$ cat src/rtl/pim_cmd_receiver.sv
// Host command receiver for the PIM matmul top: synchronises the start strobe,
// queues {src1,src2,dst} commands and dispatches them one at a time to the engine.
module pim_cmd_receiver #(
  parameter int ADDR_W = 32,
  parameter int DEPTH  = 4,
  parameter int CNT_W  = 8
) (
  input  logic                     clk,
  input  logic                     rst,
  input  logic                     start,
  input  logic [ADDR_W-1:0]        src1_addr,
  input  logic [ADDR_W-1:0]        src2_addr,
  input  logic [ADDR_W-1:0]        dst_addr,
  output logic                     cmd_valid,
  input  logic                     cmd_ready,
  output logic [ADDR_W-1:0]        cmd_src1,
  output logic [ADDR_W-1:0]        cmd_src2,
  output logic [ADDR_W-1:0]        cmd_dst,
  input  logic                     eng_done,
  output logic                     busy,
  output logic [$clog2(DEPTH):0]   fifo_count,
  output logic [CNT_W-1:0]         done_cnt,
  output logic [CNT_W-1:0]         drop_cnt,
  output logic                     proto_err,
  output logic [1:0]               fsm_state
);

  localparam int PW = $clog2(DEPTH);
  localparam int CW = PW + 1;

  // Engine handshake: a command transfers on a cycle where cmd_valid and
  // cmd_ready are both high; cmd_valid never falls and cmd_* never change
  // before that transfer.
  typedef enum logic [1:0] {IDLE = 2'd0, ISSUE = 2'd1, WAIT_DONE = 2'd2} state_t;

  state_t state, state_nxt;

  logic s1, s2, s3;
  logic push, pop, full, empty, push_ok, drop;
  logic [PW-1:0] wr_ptr, rd_ptr;
  logic [CW-1:0] count;
  logic [ADDR_W-1:0] mem_src1 [DEPTH];
  logic [ADDR_W-1:0] mem_src2 [DEPTH];
  logic [ADDR_W-1:0] mem_dst  [DEPTH];

  // s1/s2 form the metastability synchroniser; s3 gives a one-cycle rising-edge push.
  always_ff @(posedge clk or negedge rst) begin
    if (!rst) begin
      s1 <= 1'b0;
      s2 <= 1'b0;
      s3 <= 1'b0;
    end else begin
      s1 <= start;
      s2 <= s1;
      s3 <= s2;
    end
  end

  assign push    = s2 & ~s3;
  assign full    = (count == CW'(DEPTH));
  assign empty   = (count == '0);
  assign pop     = (state == IDLE) & ~empty;
  assign push_ok = push & (~full | pop);
  assign drop    = push & full & ~pop;

  always_ff @(posedge clk) begin
    if (push_ok) begin
      mem_src1[wr_ptr] <= src1_addr;
      mem_src2[wr_ptr] <= src2_addr;
      mem_dst[wr_ptr]  <= dst_addr;
    end
  end

  always_ff @(posedge clk or negedge rst) begin
    if (!rst) begin
      wr_ptr <= '0;
      rd_ptr <= '0;
      count  <= '0;
    end else begin
      if (push_ok) wr_ptr <= wr_ptr + PW'(1);
      if (pop)     rd_ptr <= rd_ptr + PW'(1);
      case ({push_ok, pop})
        2'b10:   count <= count + CW'(1);
        2'b01:   count <= count - CW'(1);
        default: count <= count;
      endcase
    end
  end

  always_ff @(posedge clk or negedge rst) begin
    if (!rst) state <= IDLE;
    else      state <= state_nxt;
  end

  always_comb begin
    state_nxt = state;
    case (state)
      IDLE:      if (!empty) state_nxt = ISSUE;
      ISSUE:     if (cmd_ready) state_nxt = WAIT_DONE;
      WAIT_DONE: if (eng_done) state_nxt = IDLE;
      default:   state_nxt = IDLE;
    endcase
  end

  always_ff @(posedge clk or negedge rst) begin
    if (!rst) begin
      cmd_src1  <= '0;
      cmd_src2  <= '0;
      cmd_dst   <= '0;
      done_cnt  <= '0;
      drop_cnt  <= '0;
      proto_err <= 1'b0;
    end else begin
      if (pop) begin
        cmd_src1 <= mem_src1[rd_ptr];
        cmd_src2 <= mem_src2[rd_ptr];
        cmd_dst  <= mem_dst[rd_ptr];
      end
      if (drop && (drop_cnt != {CNT_W{1'b1}})) drop_cnt <= drop_cnt + CNT_W'(1);
      if (eng_done) begin
        if (state == WAIT_DONE) done_cnt <= done_cnt + CNT_W'(1);
        else                    proto_err <= 1'b1;
      end
    end
  end

  assign cmd_valid  = (state == ISSUE);
  assign fifo_count = count;
  assign busy       = ~empty | (state != IDLE);
  assign fsm_state  = state;

endmodule

$ cat config.mk
export PLATFORM = sky130hd
export DESIGN_NAME = pim_cmd_receiver
export DESIGN_NICKNAME = d
export VERILOG_FILES = /design/src/rtl/pim_cmd_receiver.sv
export SDC_FILE = /design/constraint.sdc
export NUM_CORES = 1
export LEC_CHECK = 0
export CAP_MARGIN = 20
export CORE_MARGIN = 2
export CORE_UTILIZATION = 35
export DETAILED_ROUTE_END_ITERATION = 7
export GPL_ROUTABILITY_DRIVEN = 0
export SYNTH_ARGS = -nofsm -noshare
export SYNTH_HDL_FRONTEND = slang
export SYNTH_SLANG_ARGS = --single-unit
$ cat constraint.sdc
create_clock -name clk -period 7.9 [get_ports clk]
set_clock_uncertainty 0.1 [all_clocks]
set_input_delay 0.79 -clock clk [delete_from_list [all_inputs] [get_ports clk]]
set_output_delay 0.79 -clock clk [all_outputs]
set_load 0.05 [all_outputs]
==> flow_metrics.env <==
export IMPL_run_status="complete, no violations"
export IMPL_critical_path_cell_chain="or2_1, a31oi_1, and2_4, buf_4"
export IMPL_cts_repair_resized=0
export IMPL_synth_avg_cell_area_um2=22.7
export IMPL_detail_route_antenna_nets=0
export IMPL_route_final_wire_length_um=39100
export IMPL_htree_num_levels=2
export IMPL_cts_tree="done"
export IMPL_io_pins=221
export IMPL_detail_route_drc_violations=0
export IMPL_synth_area_mm2=0.0189
export IMPL_synth_seq_cells=509
export IMPL_finalHoldViolations=0
export IMPL_wl_per_cell_um=21.5
export IMPL_num_rows=85
export IMPL_floorplan_initialDensity=0.352
export IMPL_report_final_setup_viol=0
export IMPL_power_static_leakage_nw=8.08
export IMPL_area_growth_synth_to_final_pct=25.0
export IMPL_cpPeakStageDelay_ns=0.76
export IMPL_synth_net_count=940
export IMPL_nFillCells=4616
export IMPL_dr_first_iter_drc_count=537
export IMPL_timing_worst_slew_pin_value_ns=1.06
export IMPL_max_slew_margin=0.291
export IMPL_slew_viol_final=0
export IMPL_clock_path_buffers=3
export IMPL_highest_ir_drop_seen_on_vdd_mv=0.226
export IMPL_floorplan_die_height_um=236
export IMPL_timing_critical_path_slowest_stage_cell="sky130_fd_sc_hd__and2_4"
export IMPL_drive_gt1_frac=0.266
export IMPL_fp_dieW_um=236
export IMPL_postSynthCellCount=832
export IMPL_synth_yosys_warnings=0
export IMPL_die_area_mm2=0.0558
export IMPL_core_utilization_of_the_finished_layout=0.440
export IMPL_detailedPlacementHpwl_um=22700
export IMPL_synth_cell_types=44
export IMPL_multi_input_area_mm2=0.00396
export IMPL_fin_crit_sh=0.458
export IMPL_core_area_mm2=0.0536
export IMPL_numClockSinks=509
export IMPL_crit_path_end_kind="flip-flop"
export IMPL_max_clock_freq_mhz=276
export IMPL_cap_viol_max_count=0
export IMPL_cts_repair_timing_setup_buffer_count=0
export IMPL_hp_class="in2async"
export IMPL_gr_total_overflow=0
export IMPL_finalHoldWorstSlack_ns=0.116
export IMPL_port_buffer_count=220
export IMPL_place_area_mm2=0.0218
export IMPL_drt_vias_per_instance=4.82
export IMPL_finish_instance_area_mm2=0.0236
export IMPL_track_usage=0.141
export IMPL_power_density_cell_area_mw_per_mm2=413
export IMPL_design_final_nets=1188
export IMPL_setup_worst_path_class="reg2reg"
export IMPL_cts_root_buffer_cell="sky130_fd_sc_hd__clkbuf_16"
export IMPL_worstPathArrival_ns=3.74
export IMPL_grt_first_pass_wirelength_um=59100
export IMPL_tns_ns=0
export IMPL_seq_area_mm2=0.0147
export IMPL_number_of_global_route_vias_before_repair=9293
export IMPL_start_kind="flip-flop"
export IMPL_post_cts_hold_buffers=0
export IMPL_post_route_min_period_ns=3.62
export IMPL_grt_start_max_net_pins=67
export IMPL_number_of_antenna_violations_at_the_first_check_in_global_routing=2
export IMPL_worstPathRequired_ns=8.02
export IMPL_share_of_synthesized_area_occupied_by_flip_flops_and_latches=0.777
export IMPL_number_of_vias_in_the_routed_layout=8766
export IMPL_dr_pass1_iters=6
export IMPL_total_chip_power_mw=9.75
export IMPL_clk_insertion_delay_late_ns=0.60
export IMPL_rsz0062_at_grt="no"
export IMPL_worst_path_max_fanout=52
export IMPL_cts_clk_slew_worst_paths_ns=0.06
export IMPL_cts_buf_count=53
export IMPL_antenna_diode_count=0
-- path summary, 6_finish.rpt --
kind                                           from                        to  slack [ns]  cells after the start
setup / recovery           fsm_state[1]$_DFFE_PN0P_  mem_dst[1][16]$_DFFE_PP_        4.28                      4
hold / removal                                  rst   cmd_dst[21]$_DFFE_PN0P_        0.12                      1
setup reg to reg           fsm_state[1]$_DFFE_PN0P_  mem_dst[1][16]$_DFFE_PP_        4.28                      4
hold reg to reg                        s1$_DFF_PN0_              s2$_DFF_PN0_        0.27                      0
max in group asynchronous                       rst    cmd_dst[9]$_DFFE_PN0P_        6.20                      2
min in group clk                       s1$_DFF_PN0_              s2$_DFF_PN0_        0.27                      0
-- per-layer routing --
metal	track usage	wire length (um)	vias to the layer above
met5	0	31	-
li1	-	-	3865
met1	0.189	17400	4658
met3	0.0341	1770	60
met2	0.233	19200	179
met4	0.0351	742	4
-- critical path: cells and delay by family (launching register included) --
family          cells  cell delay [ns]
simple gates        2             1.18
buf+inv             1             0.74
compound gates      1             0.66
flops               1             0.45
-- where the power goes --
part / total, mW / switching, mW / leakage, nW / internal (mW)
clock network: 2.52 / 1.04 / 0.893 / 1.48
registers: 3.78 / 0.357 / 4.98 / 3.42
logic: 3.45 / 1.97 / 2.21 / 1.48
-- cell type report --
cell class / count / area share
sequential: 509 / 0.622
tap: 696 / 0.0369
clock buffer: 77 / 0.0664
inverter: 4 / 0.000637
clock inverter: 22 / 0.0101
timing repair buffer: 229 / 0.0963
multi-input combinational: 283 / 0.168
-- stage by stage --
step,setup WS [ns],std cells
global placement,4.28,1721
CTS,4.18,1820
floorplan,3.61,832
global route,4.02,1820
finish,4.28,1820
detailed placement,4.22,1721
-- cells in the final DEF (no fill, tap or decap), types with 2 or more instances in the layout --
cell	n
sky130_fd_sc_hd__xnor2_1	9
sky130_fd_sc_hd__nor2_1	3
sky130_fd_sc_hd__nor4_1	3
sky130_fd_sc_hd__xor2_1	10
sky130_fd_sc_hd__buf_4	9
sky130_fd_sc_hd__mux2_2	90
sky130_fd_sc_hd__nand4_1	3
sky130_fd_sc_hd__clkbuf_1	9
sky130_fd_sc_hd__dfrtp_4	2
sky130_fd_sc_hd__clkinv_1	3
sky130_fd_sc_hd__bufinv_16	3
sky130_fd_sc_hd__mux4_2	96
sky130_fd_sc_hd__and2_4	4
sky130_fd_sc_hd__clkbuf_16	53
sky130_fd_sc_hd__ha_1	6
sky130_fd_sc_hd__nand2b_1	2
sky130_fd_sc_hd__o21ai_0	3
sky130_fd_sc_hd__dfrtp_1	123
sky130_fd_sc_hd__inv_1	4
sky130_fd_sc_hd__and4_1	3
sky130_fd_sc_hd__clkdlybuf4s50_1	219
sky130_fd_sc_hd__nand2_1	11
sky130_fd_sc_hd__nor3b_1	3
sky130_fd_sc_hd__edfxtp_1	384
sky130_fd_sc_hd__clkbuf_8	15
sky130_fd_sc_hd__nor2b_1	2
sky130_fd_sc_hd__mux2_4	7
sky130_fd_sc_hd__nor3_1	3
sky130_fd_sc_hd__clkinv_16	2
sky130_fd_sc_hd__nand3_1	8
sky130_fd_sc_hd__clkinv_2	12
-- synthesized netlist by cell type, drive strengths merged --
cell type | count | share of area
o22ai | 1 | 0.00033
a22oi | 1 | 0.00040
mux4 | 96 | 0.11
nand3 | 8 | 0.0021
and3 | 1 | 0.00033
buf | 25 | 0.011
nand4 | 4 | 0.0017
o21ai | 3 | 0.00080
ha | 6 | 0.0040
nor2 | 4 | 0.0017
a21o | 1 | 0.00040
mux2 | 98 | 0.060
nand2 | 11 | 0.0022
o211ai | 1 | 0.00040
nor4 | 3 | 0.00099
nor3b | 3 | 0.0012
nand2b | 2 | 0.00066
xnor2 | 9 | 0.0042
inv | 4 | 0.00080
xor2 | 10 | 0.0046
nor3 | 4 | 0.0017
fa | 1 | 0.0011
nor2b | 2 | 0.00066
a31oi | 1 | 0.00033
o2111ai | 1 | 0.00046
clkbuf | 11 | 0.0022
and3b | 1 | 0.00046
o31a | 1 | 0.00046
and2 | 4 | 0.0013
or2 | 1 | 0.00033
edfxtp | 384 | 0.61
a32oi | 1 | 0.00046
and4 | 3 | 0.0014
a21oi | 1 | 0.00026
dfrtp | 125 | 0.17
-- state kept, by name, summed over array words and instances, names as in the netlist, 3 cells and up --
| register | cells |
|---|---|
| cmd_dst | 32 |
| cmd_src1 | 32 |
| cmd_src2 | 32 |
| done_cnt | 8 |
| drop_cnt | 8 |
| fifo_count | 3 |
| mem_dst | 128 |
| mem_src1 | 128 |
| mem_src2 | 128 |
-- cell families (layout without fill, tap and decap cells) --
logic type | Yosys count | in the layout | synth area share
and+or+nand+nor | 51 | 51 | 0.0166
buffers and inverters | 40 | 332 | 0.0140
adders and majority gates | 7 | 7 | 0.00504
xor gates and xnor gates | 19 | 19 | 0.00882
muxes | 194 | 194 | 0.174
DFF | 509 | 509 | 0.777
AOI/OAI and AO/OA | 12 | 12 | 0.00431
(Power assumes the default switching activity.)
